==> src/rtl/kb_cmd_sequencer.sv <==
// Keyboard command sequencer: pops make codes from the receive FIFO, runs the stopwatch
// run/direction state and the BCD preset-entry mode. KB_ENTRY_TIMEOUT_EN adds an idle auto-abort in ENTRY.
module kb_cmd_sequencer #(
    parameter int unsigned TIMEOUT_CYC = 250_000_000,
    parameter int unsigned TW          = 28
) (
    input  logic        clk,
    input  logic        rst,
    input  logic        fifo_empty,
    input  logic [8:0]  rd_data,
    output logic        rd_fifo,
    output logic        up,
    output logic        go,
    output logic        clr,
    output logic        load,
    output logic [23:0] load_val,
    output logic        entry_mode,
    output logic [23:0] entry_buf,
    output logic [2:0]  entry_cnt
);

    typedef enum logic {IDLE, ENTRY} state_t;

    state_t      state, state_nxt;
    logic        rd_fifo_nxt, up_nxt, go_nxt, clr_nxt, load_nxt;
    logic [23:0] load_val_nxt, entry_buf_nxt;
    logic [2:0]  entry_cnt_nxt;

    logic        pop;
    logic [7:0]  code;
    logic        shifted;
    logic        is_digit;
    logic [3:0]  digit;
    logic        timeout;

    if (64'(TIMEOUT_CYC) >= (64'd1 << TW)) begin : g_tw_check
        $error("TW too narrow for TIMEOUT_CYC");
    end

    // Sampling only while rd_fifo is low paces consumption to one code per two cycles.
    assign pop     = !fifo_empty && !rd_fifo;
    assign code    = rd_data[7:0];
    assign shifted = rd_data[8];

    always_comb begin
        is_digit = 1'b1;
        digit    = 4'd0;
        case (code)
            8'h45: digit = 4'd0;
            8'h16: digit = 4'd1;
            8'h1E: digit = 4'd2;
            8'h26: digit = 4'd3;
            8'h25: digit = 4'd4;
            8'h2E: digit = 4'd5;
            8'h36: digit = 4'd6;
            8'h3D: digit = 4'd7;
            8'h3E: digit = 4'd8;
            8'h46: digit = 4'd9;
            default: is_digit = 1'b0;
        endcase
    end

`ifdef KB_ENTRY_TIMEOUT_EN
    logic [TW-1:0] to_cnt;

    assign timeout = (state == ENTRY) && !rd_fifo && (to_cnt == TW'(TIMEOUT_CYC - 1));

    always_ff @(posedge clk) begin
        if (rst || state != ENTRY || rd_fifo || timeout)
            to_cnt <= '0;
        else
            to_cnt <= to_cnt + 1'b1;
    end
`else
    assign timeout = 1'b0;
`endif

    always_comb begin
        state_nxt     = state;
        rd_fifo_nxt   = pop;
        up_nxt        = up;
        go_nxt        = go;
        clr_nxt       = 1'b0;
        load_nxt      = 1'b0;
        load_val_nxt  = load_val;
        entry_buf_nxt = entry_buf;
        entry_cnt_nxt = entry_cnt;

        // Decoding on the sampling edge makes effects visible alongside the rd_fifo pulse.
        if (pop) begin
            unique case (state)
                IDLE: begin
                    case (code)
                        8'h21: begin clr_nxt = 1'b1; up_nxt = 1'b1; end
                        8'h34: go_nxt = 1'b1;
                        8'h4D: go_nxt = 1'b0;
                        8'h3C: up_nxt = !up;
                        8'h4B: begin
                            go_nxt        = 1'b0;
                            entry_buf_nxt = '0;
                            entry_cnt_nxt = '0;
                            state_nxt     = ENTRY;
                        end
                        default: ;
                    endcase
                end
                ENTRY: begin
                    if (is_digit) begin
                        if (!shifted && entry_cnt < 3'd6) begin
                            entry_buf_nxt = {entry_buf[19:0], digit};
                            entry_cnt_nxt = entry_cnt + 3'd1;
                        end
                    end else begin
                        case (code)
                            8'h66: if (entry_cnt != 3'd0) begin
                                entry_buf_nxt = {4'h0, entry_buf[23:4]};
                                entry_cnt_nxt = entry_cnt - 3'd1;
                            end
                            8'h5A: begin
                                load_val_nxt = entry_buf;
                                load_nxt     = 1'b1;
                                state_nxt    = IDLE;
                            end
                            8'h76: state_nxt = IDLE;
                            default: ;
                        endcase
                    end
                end
            endcase
        end else if (timeout) begin
            state_nxt = IDLE;
        end
    end

    always_ff @(posedge clk) begin
        if (rst) begin
            state      <= IDLE;
            rd_fifo    <= 1'b0;
            up         <= 1'b1;
            go         <= 1'b0;
            clr        <= 1'b0;
            load       <= 1'b0;
            load_val   <= '0;
            entry_mode <= 1'b0;
            entry_buf  <= '0;
            entry_cnt  <= '0;
        end else begin
            state      <= state_nxt;
            rd_fifo    <= rd_fifo_nxt;
            up         <= up_nxt;
            go         <= go_nxt;
            clr        <= clr_nxt;
            load       <= load_nxt;
            load_val   <= load_val_nxt;
            entry_mode <= (state_nxt == ENTRY);
            entry_buf  <= entry_buf_nxt;
            entry_cnt  <= entry_cnt_nxt;
        end
    end

endmodule

==> config.mk <==
export PLATFORM = sky130hd
export DESIGN_NAME = kb_cmd_sequencer
export DESIGN_NICKNAME = d
export VERILOG_FILES = /design/src/rtl/kb_cmd_sequencer.sv
export SDC_FILE = /design/constraint.sdc
export NUM_CORES = 1
export LEC_CHECK = 0
export BUFFER_PORTS_ARGS = -buffer_cell sky130_fd_sc_hd__buf_2
export CORE_ASPECT_RATIO = 2
export CORE_UTILIZATION = 41
export DETAILED_ROUTE_END_ITERATION = 8
export PLACE_DENSITY = 0.65
export SETUP_SLACK_MARGIN = 0.3
export SKIP_LAST_GASP = 1
export SLEW_MARGIN = 0
export SYNTH_ARGS = -nofsm -noshare
export SYNTH_HDL_FRONTEND = slang
export SYNTH_SLANG_ARGS = --single-unit
==> constraint.sdc <==
create_clock -name clk -period 3.6 [get_ports clk]
set_clock_uncertainty 0.2 [all_clocks]
set_input_delay 0.18 -clock clk [delete_from_list [all_inputs] [get_ports clk]]
set_output_delay 0.18 -clock clk [all_outputs]
set_load 0.01 [all_outputs]
== After elaboration in Yosys (flattened, before gate mapping) ==
Index checks and enable logic that the tools add are counted.

* Flip-flop bits (word level): 57
* Input port bits: 12
* Output and inout port bits: 57
* Logic and storage cells: 77

* $add $sub $neg: 2
* $lt $le $gt $ge: 1
* Equal/unequal tests: 22
* Mux-type cells: 22
* Bitwise gates (word level): 3
* Reduce and logical (&&, ||, !) cells: 18

{| class="wikitable"
|+ Operators with widths
! cell !! number
|-
| $mux W24 || 5
|-
| $eq A8 B6 Y1 const B || 9
|-
| $eq A8 B7 Y1 const B || 7
|-
| $pmux W24 S2 || 1
|-
| $pmux W4 S9 || 1
|-
| $eq A8 B5 Y1 const B || 2
|-
| $mux W3 || 5
|-
| $reduce_or A10 Y1 || 1
|-
| $mux W1 || 6
|-
| $ne A3 B1 Y1 const B || 2
|-
| $pmux W1 S2 || 3
|-
| $pmux W3 S2 || 1
|-
| $reduce_and A3 Y1 || 2
|-
| $reduce_and A5 Y1 || 1
|-
| $logic_not A1 Y1 || 4
|-
| $reduce_and A4 Y1 || 1
|-
| $reduce_bool A2 Y1 || 2
|-
| $reduce_or A2 Y1 || 2
|-
| $reduce_or A4 Y1 || 1
|-
| $add A3 B1 Y3 const B || 1
|-
| $lt A3 B3 Y1 const B || 1
|-
| $ne A3 B2 Y1 const B || 1
|-
| $not A1 Y1 || 3
|-
| $reduce_bool A3 Y1 || 1
|-
| 4 further kinds || 5
|}

== Longest topological paths before layout ==
Gate-level depths: netlist of the first run.

* Depth in word-level cells: 5
* Mapped depth: 12
* Mapped depth without buffers: 10

== Least setup slack after synthesis of the first run ==
No wires, ideal clock.

* Path type: input -> register
* Start point: input port rd_data[6]
* End point: register entry_cnt[2]
* Data arrival time: 2.386 ns
* Data required time: 3.325 ns
* Path slack: 0.938 ns
* Stages on the path: 11
* Buffers on the path: 1
* Cells stage by stage: buf_4 or4b_4 o32a_1 a31o_4 nand2_1 xnor2_1 ha_1 nor2_1 nor4b_1 o221ai_1 a31oi_1

* Longest elaborated chain between the ends: 5
* Elaborated cells on any way between the ends: 21

{| class="wikitable"
|+ Ends and longest elaborated chain
! item !! line !! RTL
|-
| from (decl) || 10 || <nowiki>input logic [8:0] rd_data,</nowiki>
|-
| $eq A8 B7 Y1 (tied with other cells) || 48 || <nowiki>case (code)</nowiki>
|-
| $reduce_or A10 Y1 (no source line) || n/a ||
|-
| $mux W1 || 48 ||
|-
| $ne A3 B2 Y1 (no source line) (tied with other cells) || n/a ||
|-
| $reduce_and A5 Y1 (no source line) / $pmux W3 S2 (equally long branches) || n/a ||
|-
| to (signal assigned) || 157 || <nowiki>entry_cnt <= entry_cnt_nxt;</nowiki>
|-
| to (decl) || 19 || <nowiki>output logic [2:0] entry_cnt</nowiki>
|}

Parallel ways exist; a longest one is shown, timed or not.
A chain may end at the register's enable or synchronous reset.

== Worst setup path in the final report of the first run ==
* Start point: input port rd_data[4]
* End point: register entry_cnt[2]

Same word-level chain as after synthesis.

==> results of run 1 <==
[per-stage QoR]
| step | util, % | setup WS (ns) | cell area (µm²) |
|---|---|---|---|
| after floorplan | - | 0.938 | 2690 |
| after global routing | 52.8 | 0.640 | 3330 |
| after detailed placement | 48.3 | 0.489 | 3050 |
| final | 52.8 | 0.783 | 3330 |
| after global placement | 48.3 | 0.642 | 3050 |
| after CTS | 52.8 | 0.831 | 3330 |
[placed cells by master (no fill, tap or decap), types with 3 or more instances in the layout]
cell type / netlist / layout
buf_2: 3 / 68
dfxtp_1: 57 / 57
nand2_1: 56 / 56
a21oi_1: 35 / 35
o2bb2ai_1: 19 / 19
a22oi_1: 17 / 17
nor2_1: 12 / 12
nand3_1: 12 / 12
clkbuf_16: 0 / 9
nor3_1: 8 / 8
nand2b_1: 5 / 5
o2111ai_1: 4 / 4
nor2b_1: 3 / 3
xnor2_1: 3 / 3
or3_1: 3 / 3
nor3b_1: 3 / 3
nand4_1: 3 / 3
o21ai_0: 3 / 3
clkinv_2: 0 / 3
buf_4: 2 / 3
[power groups by stage]
| stage | logic [mW] | registers (mW) | clock network [mW] |
|---|---|---|---|
| global placement | 0.0677 | 0.646 | 0 |
| finish | 0.0701 | 0.634 | 0.771 |
| floorplan | 0.0480 | 0.646 | 0 |
| global route | 0.0758 | 0.633 | 0.818 |
| detailed placement | 0.0680 | 0.646 | 0 |
| CTS | 0.0692 | 0.633 | 0.791 |
[layer usage]
metal  vias up  track usage (%)  wire, µm
met5         -                0         0
met4         0             14.8       314
met3        20             6.20       295
met2        86             44.1      4420
met1      1292             27.2      3120
li1       1282                -         -
[cell families (layout without fill, tap and decap cells)]
family | count (synthesis) | in the layout
and+or+nand+nor | 118 | 118
xor gates and xnor gates | 5 | 5
buffers and inverters | 27 | 90
muxes | 2 | 2
DFF | 57 | 57
adders and majority gates | 1 | 1
AOI/OAI and AO/OA | 103 | 103
[worst min-delay path, cell delays in order]
cell and delay [ns]:
buf_2 0.16, nand2b_1 0.15, nor3_1 0.07
[layout make-up]
type | instances | area share [%]
Multi-Input combinational cell | 229 | 42.9
Sequential cell | 57 | 34.2
Timing Repair Buffer | 72 | 11.2
Clock buffer | 13 | 7.81
Tap cell | 86 | 3.23
Clock inverter | 3 | 0.450
Inverter | 2 | 0.225
[final timing paths]
| kind | end | startpoint |
|---|---|---|
| worst max-delay path | entry_cnt[2] | rd_data[4] |
| worst min-delay path | clr | rd_data[0] |
| worst min register to register | load_val[8] | load_val[8] |
| worst max register to register | entry_buf[13] | state |
[repair_timing]
item,4_1_cts,5_1_grt
resized for setup,0,0
hold endpoints to repair,2,0
hold buffers,1,0
==> metrics.md, run 1 <==
| Metric | Value |
|---|---|
| Total of max-cap violations | `0` |
| Fin Setup TNS | `0 ns` |
| Netlist cell types | `roughly 60` |
| Max_slew headroom | `between 40% and 50%` |
| #FFs+latches synth | `57` |
| FF-to-FF path depth | `4` |
| Power per Cell Area | `approximately 440 mW/mm²` |
| EDFF count, synth | `0` |
| Mapped cell area | `approximately 0.0027 mm²` |
| TritonCTS clock tree | `done` |
| Post-Route WL | `roughly 8.2 mm` |
| Compound-Gate Fraction of Synth Area | `28.3%` |
| Post-synthesis instance total | `313` |
| Ys async rst share | `0%` |
| Syn nets | `between 300 and 400` |
| Fmax | `approximately 360 MHz` |
| Crit start category | `primary input` |
| DRC Markers | `0` |
| Ant. Diodes | `0` |
| WHS Path Cells | `3` |
| Clock slew at reported path FFs | `approximately 0.05 ns` |
| CP Max Fanout | `14` |
| Final period utilization | `between 70% and 80%` |
| Final hold vios | `0` |
| Dpl cells | `~450` |
| Max VDD drop | `between 0.3 and 0.4 mV` |
| Row count | `about 40` |
| Clk root buf | `clkbuf_16` |
| Slew of the pin with the lowest slew margin | `0.854 ns` |
| Post-synthesis adder-cell area fraction | `0.465%` |
| Fillers | `~650` |
| First-iteration detailed-routing DRC count | `between 150 and 200` |
| Fraction of synthesized cell area in xor and xnor cells | `approximately 1.6%` |
| Num CTS Buffers | `9` |
| CP Cell Sequence | `buf_2 -> or4b_4 -> o32a_1 -> a31o_4 -> nand2_1 -> xnor2_1 -> ha_1 -> nor2_1 -> nor4b_1 -> o221ai_1 -> a31oi_1` |
| Final net count | `around 380` |
| Max H-tree Level | `3` |
| Pin count of the biggest net entering global routing | `39` |
| First-pass GRT wire length | `around 13 mm` |
| IO Count | `just under 70` |
| GP Congestion | `0.937` |
| DIE AREA | `approximately 0.007 mm²` |
| Yosys top cell area share | `roughly 42%` |
| Slowest cell on crit path | `or4b_4` |
| Area of the multi-input gates | `0.00143 mm²` |
| Via count | `2680` |
| Total grt overflow | `0` |
| Sw Pwr | `approximately 320 µW` |
| RSZ-0062 raised after global routing | `false` |
| Die Width | `approximately 59 µm` |
| Most common cell in the synthesized netlist | `dfxtp_1` |
| Warnings, synthesis | `0` |
| Internal power | `1.15 mW` |
| Clock sinks | `57` |
| Main combinational cell family by area after synthesis | `compound AO/OA/AOI/OAI gates` |
| Worst path buffer plus inverter count | `1` |
| Placeable core area | `approximately 0.0063 mm²` |
| Share of layout cells above drive strength 1 | `25.0%` |
| Port-buffer cells | `between 60 and 70` |
| Hold slack final | `approximately 0.08 ns` |
| Period minus WS final | `roughly 2.8 ns` |
| Largest cells by area after synthesis | `dfxtp_1, nand2_1, a21oi_1, o2bb2ai_1, a22oi_1` |
| Outcome | `finished, final reports clean` |
| R2R Setup Slk | `just over 0.9 ns` |
| WL/cell | `17.7 µm` |
| Synth-to-Final Area Change | `23.8%` |
| Delay-heaviest family, CP | `simple AND/OR/NAND/NOR gates` |
| Critical path data arrival time | `2.86 ns` |
| Post-CTS setup buffer count | `0` |
| Total area of sequential cells | `roughly 0.0011 mm²` |
| Synth Area in Simple Gates | `between 20 and 25%` |
| Tot Pwr | `1.47 mW` |
| Die height | `around 120 µm` |
| Maximum clock insertion buffer count | `2` |
| Mapped Avg Cell Area | `8.60 µm²` |
| Synth cell count leaders | `dfxtp_1, nand2_1, a21oi_1, o2bb2ai_1, a22oi_1` |
| Clock power share | `a little over half` |
| Clk_lat worst skew | `approximately 0.33 ns` |
| Non-Filler Instances | `462` |
| Router iterations before antenna repair | `5` |
| Via/cell ratio | `~5.8` |
| Max Slew Vio Count | `0` |
| # setup viols final | `0` |
| Type of the worst setup path | `primary input to flip-flop` |
| Mux share of post-synthesis cell area | `less than 1%` |
| Antenna Nets Post-Route | `0` |
| DP HPWL | `around 5.7 mm` |
| Sw Ratio | `a little over a fifth` |
| Number of global-route vias before repair | `between 2k and 2.5k` |
| Combinational share of power | `under 10%` |
| Min-Delay Path Class | `primary input to flip-flop` |
| Critical Path RT | `between 3 and 4 ns` |
| Ys flop type | `dfxtp_1` |
| Cell taking the most area after synthesis | `dfxtp_1` |
| Sequential area share after synthesis | `between 40 and 50%` |
| Initial antenna violation count | `0` |
| Sequential power share | `between 40% and 50%` |
| GRT Overall Usage | `between 20% and 30%` |
| Crit-path max cell delay | `just under 0.6 ns` |
| Largest registers | `entry_buf (24), load_val (24), entry_cnt (3)` |
| Initial Utilization | `between 40 and 50%` |
| Leakage | `about 1.2 nW` |
| Stages on the worst setup path | `11` |
| CP Capture Type | `flip-flop` |
Note: power is estimated with default switching activity, not from simulation.
==> inputs of run 2 (changes only) <==
Settings changed: PLACE_DENSITY 0.65 to 0.68.
Clock period 3.6 ns to 2.4 ns, I/O delays scaled along.
==> run 2 against run 1 <==
Final area is 20% higher. Clock-buffer cell count decreased by 3. Non-clock buffer count up 43. Global-route usage grew 2.0 points. Final cell count increased by 9.3%. Register-to-register slack got worse by 0.61 ns. Worst setup slack worse by 0.69 ns. Clock power is 91% higher. First-iteration DRC count rose by 33%.
==> metrics.md, run 2 (synthesis results as in run 1) <==
| Metric | Value |
|---|---|
| Outcome | `finished, final reports clean` |
| Type of the worst setup path | `primary input to flip-flop` |
| Synth-to-Final Area Change | `48.4%` |
| DIE AREA | `slightly below 0.007 mm²` |
| WL/cell | `roughly 18 µm` |
| Slowest cell on crit path | `or4b_4` |
| Sink of the worst hold path | `clr` |
| GP Congestion | `around 0.88` |
| DP Area | `0.00343 mm²` |
| Post-Route WL | `about 9.3 mm` |
| Num CTS Buffers | `9` |
| R2R Setup Slk | `about 0.32 ns` |
| R2r endpoint | `load_val[15]` |
| First-pass GRT wire length | `~14 mm` |
| Grt met2 use | `roughly half` |
| Stages on the worst setup path | `11` |
| Total of max-cap violations | `0` |
| Critical R2R Launch | `state` |
| Port-buffer cells | `68` |
| IO Count | `69` |
| Placeable core area | `approximately 0.0063 mm²` |
| Layout Utilization | `roughly 63%` |
| Total grt overflow | `0` |
| Die height | `between 100 and 150 µm` |
| Hold slack final | `roughly 0.0047 ns` |
| Clk_lat worst skew | `approximately 0.33 ns` |
| RSZ-0062 raised after global routing | `true` |
| Grt met1 use | `a little over a quarter` |
| CP Max Fanout | `3` |
| Crit start category | `primary input` |
| Number of global-route vias before repair | `roughly 2.8k` |
| M3 GR Usage | `between 5 and 6%` |
| Antenna Nets Post-Route | `0` |
| Min-Delay Path Class | `primary input to flip-flop` |
| Commonest non-fill, non-tap cell in the layout | `buf_2` |
| Final period utilization | `between 90% and 100%` |
| DRC Markers | `0` |
| Initial antenna violation count | `0` |
| Ant. Diodes | `0` |
| Clock sinks | `57` |
| Fmax | `434 MHz` |
| Critical Path RT | `about 2.4 ns` |
| DP HPWL | `6.45 mm` |
| Die Width | `around 59 µm` |
| Clk root buf | `clkbuf_16` |
| Max H-tree Level | `3` |
| Via count | `between 2k and 3k` |
| GRT Overall Usage | `27.5%` |
| Critical path data arrival time | `between 2 and 2.5 ns` |
| Final net count | `roughly 430` |
| CP Capture Type | `flip-flop` |
| Finished Cell Area | `roughly 0.0040 mm²` |
| TritonCTS clock tree | `done` |
| Crit-path max cell delay | `0.53 ns` |
| Slew of the pin with the lowest slew margin | `0.406 ns` |
| Max VDD drop | `a little under 0.5 mV` |
| Delay-heaviest family, CP | `compound AO/OA/AOI/OAI gates` |
| # setup viols final | `0` |
| Row count | `41` |
| Max_slew headroom | `72.7%` |
| Maximum clock insertion buffer count | `2` |
| Worst min-delay path startpoint | `rd_data[4]` |
| Via/cell ratio | `between 5 and 6` |
| Share of layout cells above drive strength 1 | `39.4%` |
| Worst path buffer plus inverter count | `1` |
| FF-to-FF path depth | `7` |
| Power per Cell Area | `~640 mW/mm²` |
| Period minus WS final | `2.30 ns` |
| Pin count of the biggest net entering global routing | `25` |
| Commonest cells after routing, fill and taps aside | `buf_2, dfxtp_1, nand2_1` |
| Clock slew at reported path FFs | `0.05 ns` |
| Most Used Layer, Global Route | `met2` |
| Max Slew Vio Count | `0` |
| Router iterations before antenna repair | `4` |
| Final hold vios | `0` |
| WHS Path Cells | `5` |
| CP Cell Sequence | `buf_6 -> or4b_4 -> o32a_1 -> a31o_4 -> nand2_4 -> xnor2_2 -> ha_4 -> nor2_4 -> nor4b_4 -> o221ai_2 -> a31oi_1` |
| First-iteration detailed-routing DRC count | `207` |
| Largest registers | `entry_buf (24), load_val (24), entry_cnt (3)` |
| Initial Utilization | `between 40 and 50%` |
| Leakage | `1.54 nW` |
run 2: per-stage QoR:
stage	instances	setup slack [ns]	setup TNS [ns]	total power, mW
global route	505	0.0166	0	2.63
CTS	499	0.224	0	2.57
finish	505	0.0956	0	2.56
detailed placement	481	-0.207	-0.381	1.10
floorplan	313	-0.0981	-0.0981	1.04
global placement	481	-0.156	-0.157	1.10
run 2: worst max-delay path by stage:
stage | slack (ns) | endpoint | from
final | 0.1 | entry_cnt[2] | rd_data[4]
after global routing | 0.02 | entry_cnt[2] | rd_data[4]
after CTS | 0.22 | entry_cnt[2] | rd_data[4]
after detailed placement | -0.21 | entry_cnt[2] | rd_data[4]
after global placement | -0.16 | entry_cnt[2] | rd_data[4]
after floorplan | -0.1 | entry_cnt[2] | rd_data[6]
run 2: worst min-delay path: stages:
cell	delay, ns
buf_6	0.07
buf_6	0.14
nor4_1	0.06
nand2_1	0.06
nor3_1	0.04
run 2: layout make-up:
class                   instances  area, µm²
inverters                       2       7.51
multi-input cells             229       1610
flip-flops and latches         57       1140
well taps                      86        108
repair buffers                115        788
clock inverters                 6        105
clock buffers                  10        239
fillers                       574       2310
run 2: what timing repair did:
action                     CTS  global route
gates cloned                 0             2
hold buffers                 2             0
resized for setup            2            18
setup endpoints to repair    4            15
hold endpoints to repair    12             0
buffers inserted             0             4
pin swaps                    3            14
run 2: where the power goes:
part           total (mW)  internal, mW  leakage, nW  switching (mW)
registers           0.950         0.949        0.459        0.000945
logic               0.147        0.0637        0.911          0.0837
clock network        1.47          1.03        0.172           0.432
total                2.56          2.05         1.54           0.516
run 2: routing by layer:
layer | vias up | part of all wire (%)
li1 | 1370 | -
met1 | 1390 | 36
met2 | 77 | 56
met3 | 33 | 3.0
met4 | 0 | 4.5
met5 | - | 0
==> inputs of run 3 (changes only) <==
Settings changed: CTS_BUF_LIST from default to sky130_fd_sc_hd__clkbuf_8, CTS_CLUSTER_SIZE from default to 14.
==> run 3 against run 2 <==
Clock-buffer cell count stayed put. Total power down 14%. Sequential power hardly changed. Global-route usage barely moved. Worst setup slack improved by 0.059 ns. Largest power group unchanged.
==> metrics.md, run 3 (synthesis results as in run 1) <==
| Metric | Value |
|---|---|
| Outcome | `finished, final reports clean` |
| Clk_lat worst skew | `approximately 0.34 ns` |
| Clock slew at reported path FFs | `around 0.070 ns` |
| RSZ-0062 raised after global routing | `true` |
| Final hold vios | `0` |
| CP endpoint | `entry_cnt[2]` |
| Clock sinks | `between 50 and 60` |
| Pin count of the biggest net entering global routing | `25` |
| Slew of the pin with the lowest slew margin | `~0.42 ns` |
| Via count | `2835` |
| GP Congestion | `0.885` |
| Critical path data arrival time | `about 2.3 ns` |
| Via/cell ratio | `between 5 and 6` |
| WL/cell | `roughly 18 µm` |
| Hold slack final | `0.0165 ns` |
| Max VDD drop | `~0.42 mV` |
| Commonest cells after routing, fill and taps aside | `buf_2, dfxtp_1, nand2_1` |
| DP HPWL | `6.45 mm` |
| Largest registers | `entry_buf (24), load_val (24), entry_cnt (3)` |
| # setup viols final | `0` |
| Leakage | `1.48 nW` |
| Die height | `roughly 120 µm` |
| Max_slew headroom | `71.7%` |
| Max H-tree Level | `3` |
| Final period utilization | `93.5%` |
| IO Count | `slightly below 70` |
| Commonest non-fill, non-tap cell in the layout | `buf_2` |
| Number of global-route vias before repair | `between 2k and 3k` |
| Port-buffer cells | `68` |
| DIE AREA | `between 0.006 and 0.007 mm²` |
| Slowest cell on crit path | `or4b_4` |
| Non-Filler Instances | `approximately 510` |
| Router iterations before antenna repair | `4` |
| GRT Overall Usage | `between 20% and 30%` |
| DP Area | `0.00343 mm²` |
| First-pass GRT wire length | `14.0 mm` |
| Ant. Diodes | `0` |
| Max Slew Vio Count | `0` |
| Synth-to-Final Area Change | `42.2%` |
| Type of the worst setup path | `primary input to flip-flop` |
| Fmax | `between 400 and 500 MHz` |
| Die Width | `between 50 and 60 µm` |
| TritonCTS clock tree | `done` |
| Placeable core area | `between 0.006 and 0.007 mm²` |
| Worst setup startpoint | `rd_data[4]` |
| FF-to-FF path depth | `7` |
| Crit start category | `primary input` |
| CP Cell Sequence | `buf_2 -> or4b_4 -> o32a_1 -> a31o_4 -> nand2_4 -> xnor2_2 -> ha_2 -> nor2_4 -> nor4b_4 -> o221ai_2 -> a31oi_1` |
| Initial Utilization | `42.7%` |
| Total of max-cap violations | `0` |
| Critical Path RT | `between 2 and 2.5 ns` |
| Antenna Nets Post-Route | `0` |
| R2r endpoint | `load_val[15]` |
| Power per Cell Area | `around 570 mW/mm²` |
| Period minus WS final | `about 2.2 ns` |
| R2R Setup Slk | `0.42 ns` |
| CP Capture Type | `flip-flop` |
| Num CTS Buffers | `9` |
| Maximum clock insertion buffer count | `2` |
| First-iteration detailed-routing DRC count | `about 140` |
| CP Max Fanout | `3` |
| Final net count | `~430` |
| Clk root buf | `clkbuf_8` |
| Share of layout cells above drive strength 1 | `38.2%` |
| Dpl cells | `~480` |
| Initial antenna violation count | `0` |
| Critical R2R Launch | `state` |
| Layout Utilization | `roughly 61%` |
| DRC Markers | `0` |
| Row count | `a little over 40` |
| Total grt overflow | `0` |
| Finished Cell Area | `between 0.003 and 0.004 mm²` |
| Min-Delay Path Class | `primary input to flip-flop` |
| Crit-path max cell delay | `approximately 0.51 ns` |
| Post-Route WL | `about 9 mm` |
-- run 3: what timing repair did --
action	4_1_cts	5_1_grt
hold buffers	3	0
cloned	0	1
setup buffers	1	3
pin swaps	8	5
endpoints found under the setup margin	1	24
endpoints found under the hold margin	16	0
gates resized for setup	2	11
-- run 3: worst min-delay path by stage --
stage / startpoint / to / slack [ns] / cells past startpoint
after detailed placement: fifo_empty / rd_fifo / 0.17 / 2
after global routing: rd_data[2] / up / 0.04 / 3
after global placement: fifo_empty / rd_fifo / 0.17 / 2
final: rd_data[4] / clr / 0.02 / 5
after floorplan: fifo_empty / rd_fifo / 0.02 / 1
after CTS: rd_data[2] / up / 0.01 / 3
-- run 3: cell type report --
type / count / area [µm²]
tap: 86 / 108
clock inverter: 6 / 105
clock buffer: 10 / 138
sequential: 57 / 1140
multi-input combinational: 229 / 1570
timing repair buffer: 115 / 757
fill: 604 / 2480
inverter: 2 / 7.51
-- run 3: stage by stage --
stage               TNS [ns]  total power [mW]  setup slack (ns)
floorplan            -0.0981              1.04           -0.0981
finish                     0              2.19             0.155
CTS                        0              2.20             0.246
global route               0              2.27            0.0774
global placement      -0.157              1.10            -0.156
detailed placement    -0.381              1.10            -0.207
-- run 3: routing by layer --
layer	track usage, %	vias up	wire (µm)
met1	27.6	1377	3190
met4	16.3	0	384
met2	49.8	65	5020
met5	0	-	0
li1	-	1366	-
met3	5.87	27	261
-- run 3: critical path, delay by kind of cell --
kind            cells  cell delay, ns
compound gates      4            0.95
xor+xnor            1            0.07
fa+ha+maj           1            0.20
buf+inv             1            0.11
simple gates        4            0.87
-- run 3: power by group --
| group | switching (mW) | internal, mW | total, mW | leakage, nW |
|---|---|---|---|---|
| registers | 0.000923 | 0.947 | 0.948 | 0.459 |
| clock network | 0.386 | 0.712 | 1.10 | 0.126 |
| logic | 0.0824 | 0.0644 | 0.147 | 0.896 |
